==> config.mk <==
export PLATFORM = sky130hd
export DESIGN_NAME = reg_scoreboard
export DESIGN_NICKNAME = d
export VERILOG_FILES = /design/src/rtl/reg_scoreboard.sv
export SDC_FILE = /design/constraint.sdc
export NUM_CORES = 1
export LEC_CHECK = 0
export CAP_MARGIN = 5
export CORE_ASPECT_RATIO = 1.2
export CORE_MARGIN = 2
export CORE_UTILIZATION = 45
export DETAILED_ROUTE_END_ITERATION = 8
export PLACE_DENSITY = 0.65
export SETUP_SLACK_MARGIN = 0.02
export SLEW_MARGIN = 20
export SYNTH_ARGS = -nofsm -noshare
export SYNTH_HDL_FRONTEND = slang
export SYNTH_SLANG_ARGS = --single-unit
==> constraint.sdc <==
create_clock -name Clock -period 5.1 [get_ports Clock]
set_input_delay 0.765 -clock Clock [delete_from_list [all_inputs] [get_ports Clock]]
set_output_delay 0.765 -clock Clock [all_outputs]
set_load 0.05 [all_outputs]
==> src/rtl/reg_scoreboard.sv <==
// In-order register-writeback scoreboard: queues model writes and compares them with DUT commits.
// Optional feature: define REG_SB_REG0_FILTER_EN to discard address-0 writes on both streams.
module reg_scoreboard #(
    parameter int unsigned ADDR_W  = 5,
    parameter int unsigned DATA_W  = 32,
    parameter int unsigned DEPTH   = 8,
    parameter int unsigned TIMEOUT = 64,
    parameter int unsigned CNT_W   = 16
) (
    input  logic                       Clock,
    input  logic                       nReset,
    input  logic                       ExpValid,
    input  logic [ADDR_W-1:0]          ExpAddr,
    input  logic [DATA_W-1:0]          ExpData,
    output logic                       ExpReady,
    input  logic                       ActValid,
    input  logic [ADDR_W-1:0]          ActAddr,
    input  logic [DATA_W-1:0]          ActData,
    output logic                       Mismatch,
    output logic [ADDR_W-1:0]          MisAddr,
    output logic [DATA_W-1:0]          MisExp,
    output logic [DATA_W-1:0]          MisAct,
    output logic                       Overflow,
    output logic                       Unexpected,
    output logic                       Timeout,
    output logic                       Fault,
    output logic [$clog2(DEPTH+1)-1:0] Level,
    output logic [CNT_W-1:0]           MatchCount,
    output logic [CNT_W-1:0]           ErrCount
);

    localparam int unsigned LW  = $clog2(DEPTH + 1);
    localparam int unsigned PW  = $clog2(DEPTH);
    localparam int unsigned AGW = $clog2(TIMEOUT + 1);

    typedef enum logic [1:0] {StEmpty, StActive, StFault} state_e;

    state_e state_q, state_d;

    logic [ADDR_W-1:0] addr_mem [DEPTH];
    logic [DATA_W-1:0] data_mem [DEPTH];

    logic [PW-1:0]     wptr_q, rptr_q;
    logic [LW-1:0]     level_q, level_d;
    logic [AGW-1:0]    age_q, age_d;
    logic              exp_v, act_v;
    logic              full, empty, in_fault;
    logic              bypass, push, pop;
    logic              ovf_set, unx_set, tmo_set;
    logic              overflow_q, unexpected_q, timeout_q;

    logic              cmp_v_q;
    logic [ADDR_W-1:0] cmp_ea_q, cmp_aa_q;
    logic [DATA_W-1:0] cmp_ed_q, cmp_ad_q;
    logic [ADDR_W-1:0] head_addr;
    logic [DATA_W-1:0] head_data;

    logic              mismatch_q;
    logic [ADDR_W-1:0] mis_addr_q;
    logic [DATA_W-1:0] mis_exp_q, mis_act_q;
    logic [CNT_W-1:0]  match_cnt_q, err_cnt_q;

`ifdef REG_SB_REG0_FILTER_EN
    // Register 0 is hardwired to zero, so its writes carry no information.
    assign exp_v = ExpValid && (ExpAddr != '0);
    assign act_v = ActValid && (ActAddr != '0);
`else
    assign exp_v = ExpValid;
    assign act_v = ActValid;
`endif

    assign head_addr = addr_mem[rptr_q];
    assign head_data = data_mem[rptr_q];

    always_comb begin
        full     = (level_q == LW'(DEPTH));
        empty    = (level_q == '0);
        in_fault = (state_q == StFault);
        bypass   = !in_fault && empty && exp_v && act_v;
        push     = !in_fault && exp_v && !full && !bypass;
        pop      = !in_fault && act_v && !empty;
        ovf_set  = !in_fault && exp_v && full;
        unx_set  = !in_fault && act_v && empty && !exp_v;
        tmo_set  = !in_fault && !empty && !pop && (age_q == AGW'(TIMEOUT - 1));

        level_d = level_q;
        unique case ({push, pop})
            2'b10:   level_d = level_q + LW'(1);
            2'b01:   level_d = level_q - LW'(1);
            default: level_d = level_q;
        endcase

        age_d = age_q;
        if (!in_fault) begin
            if (empty || pop) begin
                age_d = '0;
            end else if (age_q != AGW'(TIMEOUT)) begin
                age_d = age_q + AGW'(1);
            end
        end
    end

    always_comb begin
        state_d = state_q;
        if (in_fault || ovf_set || unx_set || tmo_set) begin
            state_d = StFault;
        end else if (level_d == '0) begin
            state_d = StEmpty;
        end else begin
            state_d = StActive;
        end
    end

    always_ff @(posedge Clock) begin
        if (!nReset && push) begin
            addr_mem[wptr_q] <= ExpAddr;
            data_mem[wptr_q] <= ExpData;
        end
    end

    always_ff @(posedge Clock) begin
        if (nReset) begin
            state_q      <= StEmpty;
            wptr_q       <= '0;
            rptr_q       <= '0;
            level_q      <= '0;
            age_q        <= '0;
            overflow_q   <= 1'b0;
            unexpected_q <= 1'b0;
            timeout_q    <= 1'b0;
            cmp_v_q      <= 1'b0;
            cmp_ea_q     <= '0;
            cmp_aa_q     <= '0;
            cmp_ed_q     <= '0;
            cmp_ad_q     <= '0;
        end else begin
            state_q <= state_d;
            level_q <= level_d;
            age_q   <= age_d;
            if (push) begin
                wptr_q <= (wptr_q == PW'(DEPTH - 1)) ? '0 : wptr_q + PW'(1);
            end
            if (pop) begin
                rptr_q <= (rptr_q == PW'(DEPTH - 1)) ? '0 : rptr_q + PW'(1);
            end
            if (ovf_set) overflow_q <= 1'b1;
            if (unx_set) unexpected_q <= 1'b1;
            if (tmo_set) timeout_q <= 1'b1;
            // First compare stage: capture both sides of the pair being checked.
            cmp_v_q  <= pop || bypass;
            cmp_ea_q <= bypass ? ExpAddr : head_addr;
            cmp_ed_q <= bypass ? ExpData : head_data;
            cmp_aa_q <= ActAddr;
            cmp_ad_q <= ActData;
        end
    end

    // Second compare stage; a pair accepted just before FAULT still completes.
    always_ff @(posedge Clock) begin
        if (nReset) begin
            mismatch_q  <= 1'b0;
            mis_addr_q  <= '0;
            mis_exp_q   <= '0;
            mis_act_q   <= '0;
            match_cnt_q <= '0;
            err_cnt_q   <= '0;
        end else begin
            mismatch_q <= 1'b0;
            if (cmp_v_q) begin
                if ((cmp_ea_q == cmp_aa_q) && (cmp_ed_q == cmp_ad_q)) begin
                    if (match_cnt_q != '1) match_cnt_q <= match_cnt_q + CNT_W'(1);
                end else begin
                    mismatch_q <= 1'b1;
                    mis_addr_q <= cmp_ea_q;
                    mis_exp_q  <= cmp_ed_q;
                    mis_act_q  <= cmp_ad_q;
                    if (err_cnt_q != '1) err_cnt_q <= err_cnt_q + CNT_W'(1);
                end
            end
        end
    end

    assign ExpReady   = !full;
    assign Mismatch   = mismatch_q;
    assign MisAddr    = mis_addr_q;
    assign MisExp     = mis_exp_q;
    assign MisAct     = mis_act_q;
    assign Overflow   = overflow_q;
    assign Unexpected = unexpected_q;
    assign Timeout    = timeout_q;
    assign Fault      = (state_q == StFault);
    assign Level      = level_q;
    assign MatchCount = match_cnt_q;
    assign ErrCount   = err_cnt_q;

endmodule

==> summary.txt <==
initial antenna violation count: 6
die width: 191.6 um
fin crit period: 3271 ps
ys async rst share: 0%
Worst setup EP type: flip-flop
Top Ports: 189
Post-synth EDFFs: 296
Max-Cap Viols: 0
static leakage: 0.008225 uW
top_reg_cell synth: edfxtp_1
Power, Total: 10,590 uW
multiplexer share of the synthesized area: 15.46%
Final Max Tran Viols: 0
clock tree buffer depth: 3
met3 Use GR: 3.555%
Worst slew margin: 37.08%
GRT overflow: 0
GPL Wtd Cong: 0.8209
post-DP HPWL: 28,070 um
register area share after synthesis: 68.04%
first-pass GRT wire length: 65,630 um
root buf cell: clkbuf_16
Final WS setup: 1829 ps
fin util: 55.96%
cts hold-fix bufs: 0
Pre-Repair DR Iteration Count: 7
Layout Area Growth over Synthesis: 22.95%
worst slew pin tran: 943.9 ps
post-cts sizing count: 0
Final nets: 1,547
WP data arrival: 3530 ps
endpoints failing setup: 0
port bufs: 188
Vias: 11,020
met1 GRT Util: 26.45%
H-tree depth: 2
die height: 229.1 um
clk slew on worst S/H paths: 70 ps
crit start category: flip-flop
starting density of the core: 45.52%
met2 Usage GRT: 31.44%
post-CTS setup buffers: 0
largest family of logic cells by synthesized area: multiplexers
number of global-route vias before repair: 11,110
Via density: 5.383
RSZ-0062 raised after global routing: no
status: finished, violations left
Final Cycle Share: 64.14%
GRT Util Overall: 19.57%
failing checks: design-rule violations
Synth Instances: 1,264
adder-cell share of the synthesized area: 0.7241%
Setup CP Type: reg -> reg
syn_area_per_cell: 15.04 um2
row count: 82
clk sink count: 498
Post-Place Worst Slack: 1247 ps
skew final: 15.42 ps
simple-gate portion of the synthesized area: 8.762%
Core ar.: 41,760 um2
final setup TNS: 0 ps
initial drt markers: 758
Fillers: 3,287
yosys warns: 0
layout cell share with drive strength beyond 1: 14.01%
final hold vios: 0
CTS tree: done
compound-cell area share of the yosys netlist: 3.226%
Peak VDD IR: 272.3 uV
Residual DRC: 1
post-DR wirelength/cell: 20.89 um
Num CTS Buffers: 50
Synth Cell Area: 19,010 um2
Post-Route WL: 42,750 um
DIE AREA: 43,900 um2
Worst-Skew Late Latency: 570 ps
largest net degree at the start of global routing: 188
Routed Antenna Nets: 0
post-synth net total: 1,353
Synth Register Bits: 498
gr busiest metal: met2
Synth Area in XOR/XNOR: 2.120%
Synth cell types: 43
fmax: 305.7 MHz
CP Max Fanout: 19
Cell Pwr Density: 453.1 nW/um2
critical path required time: 5360 ps
Hold Path Class: reg -> reg
==> state kept, by name, indices dropped and copies added, names as in the netlist, 2 cells and up, named ones only <==
signal / flops
data_mem: 256
addr_mem: 40
MisAct: 32
MisExp: 32
cmp_ad_q: 32
cmp_ed_q: 32
ErrCount: 16
MatchCount: 16
age_q: 7
MisAddr: 5
cmp_aa_q: 5
cmp_ea_q: 5
Level: 4
rptr_q: 3
wptr_q: 3
state_q: 2
==> path summary, 6_finish.rpt <==
check / to / slack (ps) / cells past startpoint / startpoint
setup / recovery: data_mem[4][1] / 1830 / 6 / Level[1]
hold / removal: Timeout / 480 / 2 / Timeout
setup reg to reg: data_mem[4][1] / 1830 / 6 / Level[1]
hold reg to reg: Timeout / 480 / 2 / Timeout
==> cells in the mapped netlist, types with 2 or more instances <==
cell type | instances | area (um2)
xnor2_1 | 6 | 52.55
and2_1 | 2 | 12.51
nand3_1 | 10 | 50.05
nor2_1 | 167 | 626.9
a31oi_1 | 2 | 12.51
and3_1 | 5 | 31.28
and4_1 | 3 | 26.28
edfxtp_1 | 296 | 8889
a311oi_1 | 3 | 26.28
nor3b_1 | 4 | 30.03
o21ai_0 | 6 | 30.03
ha_1 | 11 | 137.6
nand3b_1 | 3 | 22.52
nand2_1 | 25 | 93.84
or4_1 | 8 | 60.06
a21oi_1 | 25 | 125.1
nor4_1 | 16 | 100.1
buf_1 | 6 | 22.52
a211oi_1 | 37 | 277.8
a41oi_1 | 3 | 26.28
nand2b_1 | 7 | 43.79
inv_1 | 7 | 26.28
dfxtp_1 | 202 | 4044
nor3_1 | 15 | 75.07
mux2i_1 | 109 | 1091
nor2b_1 | 52 | 325.3
clkbuf_1 | 46 | 172.7
mux2_2 | 16 | 180.2
mux4_2 | 74 | 1667
or3_1 | 4 | 25.02
o31ai_1 | 10 | 75.07
xor2_1 | 40 | 350.3
nand4_1 | 18 | 112.6
buf_2 | 17 | 85.08
==> cell families after synthesis <==
logic type,count (synthesis)
flip-flops,498
AND/OR/NAND/NOR,342
adder cells (fa/ha/maj),11
XOR/XNOR,46
AO/OA/AOI/OAI,91
buffers and inverters,77
multiplexers,199
==> per-layer routing <==
metal | vias up | wire length, um
met1 | 5466 | 18230
met4 | 4 | 1386
met2 | 333 | 20600
met5 | - | 27
met3 | 78 | 2503
li1 | 5139 | -
==> cells in the final DEF, fill, tap and decap left out, types with 5 or more instances in the layout <==
cell type	netlist	layout
ha_1	11	11
nor3_1	15	13
clkbuf_16	0	53
a21oi_1	25	25
nand3_1	10	9
and3_1	5	5
nand2b_1	7	7
or4_1	8	8
mux4_2	74	74
buf_12	0	5
clkbuf_8	0	12
mux2_2	16	16
dfxtp_1	202	199
xnor2_1	6	6
nand4_1	18	18
a211oi_1	37	37
xor2_1	40	40
bufinv_16	0	5
nor2_4	0	6
clkbuf_1	46	11
edfxtp_1	296	296
clkdlybuf4s50_1	0	187
inv_1	7	7
o21ai_0	6	6
mux2i_1	109	109
nor2_1	167	161
nor4_1	16	16
clkinv_2	0	7
nand2_1	25	25
nor2b_1	52	52
buf_4	0	19
o31ai_1	10	8
==> critical path, cell delays in order, from the launching register on <==
cell      delay, ps
dfxtp_1         520
nor4_1          140
and2_1          220
nand4b_1        500
or3_1           660
nor2_4          630
buf_12          260
==> final cells by class <==
type,instances,area [um2],area share (%)
Sequential cell,498,12940,55.37
Inverter,7,26.28,0.1124
Clock buffer,76,1533,6.559
Clock inverter,17,209.0,0.8941
Tap cell,546,683.2,2.923
Multi-Input combinational cell,689,5848,25.03
Antenna cell,2,5.005,0.02142
Timing Repair Buffer,212,2126,9.097
==> metrics by stage <==
step,std cells,hold slack (ps),instance area [um2]
final,2047,477.0,23370
after global placement,1952,455.8,21620
after detailed placement,1952,463.6,21620
after floorplan,1264,454.7,19020
after CTS,2045,481.4,23360
after global routing,2047,496.5,23370
==> report_power, final <==
part	internal, uW	switching (uW)	total (uW)
clock network	2320	1490	3810
registers	4530	270	4800
logic	871	1100	1980
No activity file was read; power rests on OpenSTA's default activity.
==> patch: new RTL, config.mk and constraints unchanged <==
`CNT_W`: 16 -> 32.
--- a/src/rtl/reg_scoreboard.sv
+++ b/src/rtl/reg_scoreboard.sv
@@ -5,7 +5,7 @@
     parameter int unsigned DATA_W  = 32,
     parameter int unsigned DEPTH   = 8,
     parameter int unsigned TIMEOUT = 64,
-    parameter int unsigned CNT_W   = 16
+    parameter int unsigned CNT_W   = 32
 ) (
     input  logic                       Clock,
     input  logic                       nReset,
Ports: changed (resized ErrCount and MatchCount); port bits go from 189 to 221. No check against the original RTL was run, so the function may have changed too.
==> patch against the original RTL <==
Global-route usage grew 0.56 points. Largest power group unchanged. Utilization shrank 0.11 points. Critical path type unchanged. Final area grew 7.3%. Sequential cell count grew 32. Area after synthesis grew 7.4%. Combinational power shrank 4%. Total power grew 1.5%. Wire length grew 11%. Worst setup slack lost 0.50 ns. First-iteration DRC count grew 6.3%.
==> patch: results (changes against the original RTL) <==
{
  "outcome": "complete, no violations",
  "regToRegStartpoint": "cmp_ad_q[19]",
  "ys_seq_area_frac": {"value": 0.665, "change": "-0.0156"},
  "initial_antenna_violation_count": {"value": 3, "change": "-3"},
  "clk-insertion-delay-late": {"value": 0.59, "unit": "ns", "change": "+0.02 ns"},
  "grt_first_pass_wirelength": {"value": 71900, "unit": "µm", "change": "+9.6%"},
  "initialDrtViolationCount": {"value": 806, "change": "+6.3%"},
  "post_drt_via_cell_ratio": {"value": 5.33, "change": "-0.92%"},
  "synth.lib_cells_used.distinct": {"value": 46, "change": "+7.0%"},
  "leakage": {"value": 8.71, "unit": "nW", "change": "+5.8%"},
  "grt_max_degree": {"value": 99, "change": "-47%"},
  "detailroute.wirelength.met2": {"value": 23400, "unit": "µm", "change": "+14%"},
  "grtUsageTotal": {"value": 0.201, "change": "+0.00562"},
  "post_synth_most_frequent_cells": "edfxtp_1 (296), dfxtp_1 (234), nor2_1 (188), mux2i_1 (112), mux4_2 (74)",
  "detailedPlace.worstSlack": {"value": 1.30, "unit": "ns", "change": "+0.0560 ns"},
  "dp_hpwl": {"value": 31700, "unit": "µm", "change": "+13%"},
  "met1_length": {"value": 19900, "unit": "µm", "change": "+9.4%"},
  "gp_congestion": {"value": 0.830, "change": "+1.1%"},
  "relSlewSlack": {"value": 0.404, "change": "+0.0335"},
  "drt_pre_antenna_iters": {"value": 5, "change": "-2"},
  "start_kind": "register",
  "worst_clock_skew": {"value": 0.0170, "unit": "ns", "change": "+0.00158 ns"},
  "grt_pass1_vias": {"value": 11995, "change": "+8.0%"},
  "cts_buffers": {"value": 52, "change": "+4.0%"},
  "post_route_cells_drive_above_1_share": {"value": 0.121, "change": "-0.0189"}
}
-- patch: changes by cell type after synthesis, moves of 6 or more --
| cell | before | now |
|---|---|---|
| dfxtp_1 | 202 | 234 |
| xnor2_1 | 6 | 34 |
| nor2_1 | 167 | 188 |
| o21ai_0 | 6 | 21 |
| nand2_1 | 25 | 38 |
| nand3_1 | 10 | 23 |
| or3_1 | 4 | 16 |
| mux2_2 | 16 | 6 |
| clkbuf_1 | 46 | 55 |
| buf_4 | 0 | 7 |
| nor2b_1 | 52 | 45 |
| and3_1 | 5 | 11 |
-- patch: area by class of cell --
| cell class | instances | share of cell area |
|---|---|---|
| Inverter | 11 | 0.00165 |
| Antenna cell | 1 | 0.0000998 |
| Multi-Input combinational cell | 811 | 0.261 |
| Clock buffer | 66 | 0.0581 |
| Timing Repair Buffer | 244 | 0.0971 |
| Clock inverter | 30 | 0.0103 |
| Tap cell | 609 | 0.0304 |
| Sequential cell | 530 | 0.542 |
-- patch: how the worst min path moves through the flow --
stage	startpoint	to	slack, ns	cells past startpoint
3_3_place_gp	Timeout	Timeout	0.44	2
4_1_cts	Timeout	Timeout	0.47	2
3_5_place_dp	Timeout	Timeout	0.46	2
5_1_grt	Timeout	Timeout	0.49	2
2_1_floorplan	rptr_q[1]	register	0.45	2
6_report	Timeout	Timeout	0.46	2
-- patch: per-layer routing --
layer | up-vias | global-route usage
li1 | 5765 | -
met2 | 368 | 0.338
met5 | - | 0
met4 | 4 | 0.0479
met3 | 56 | 0.0464
met1 | 6086 | 0.266
-- patch: worst max-delay path: stages, from the launching register on --
cell	delay [ns]
dfxtp_1	0.32
xor2_1	0.17
nor4_1	0.66
nand4_1	0.32
nor3_2	0.78
nand3_1	0.58
nor4b_1	0.45
mux2_2	0.37
-- patch: through the flow --
step                      hold slack (ns)  cell area [µm²]  std cells  power [mW]
after detailed placement            0.459            23400       2205        7.03
final                               0.455            25100       2302        10.8
after global routing                0.491            25100       2302        11.2
after global placement              0.441            23400       2205        7.01
after floorplan                     0.454            20400       1430        6.40
after CTS                           0.466            25100       2301        10.9
-- patch: kinds of logic after synthesis --
family / Yosys count / synth area share
multiplexers: 192 / 0.140
AND/OR/NAND/NOR: 420 / 0.102
XOR/XNOR: 79 / 0.0339
flip-flops: 530 / 0.665
adder cells (fa/ha/maj): 11 / 0.00674
AO/OA/AOI/OAI: 109 / 0.0341
buffers and inverters: 89 / 0.0184
-- patch: power by group --
group	leakage, nW	internal, mW	switching [mW]	total, mW
Sequential	4.58	4.77	0.245	5.01
Combinational	3.27	0.826	1.08	1.91
Clock	0.856	2.22	1.62	3.83
Total	8.71	7.81	2.94	10.8
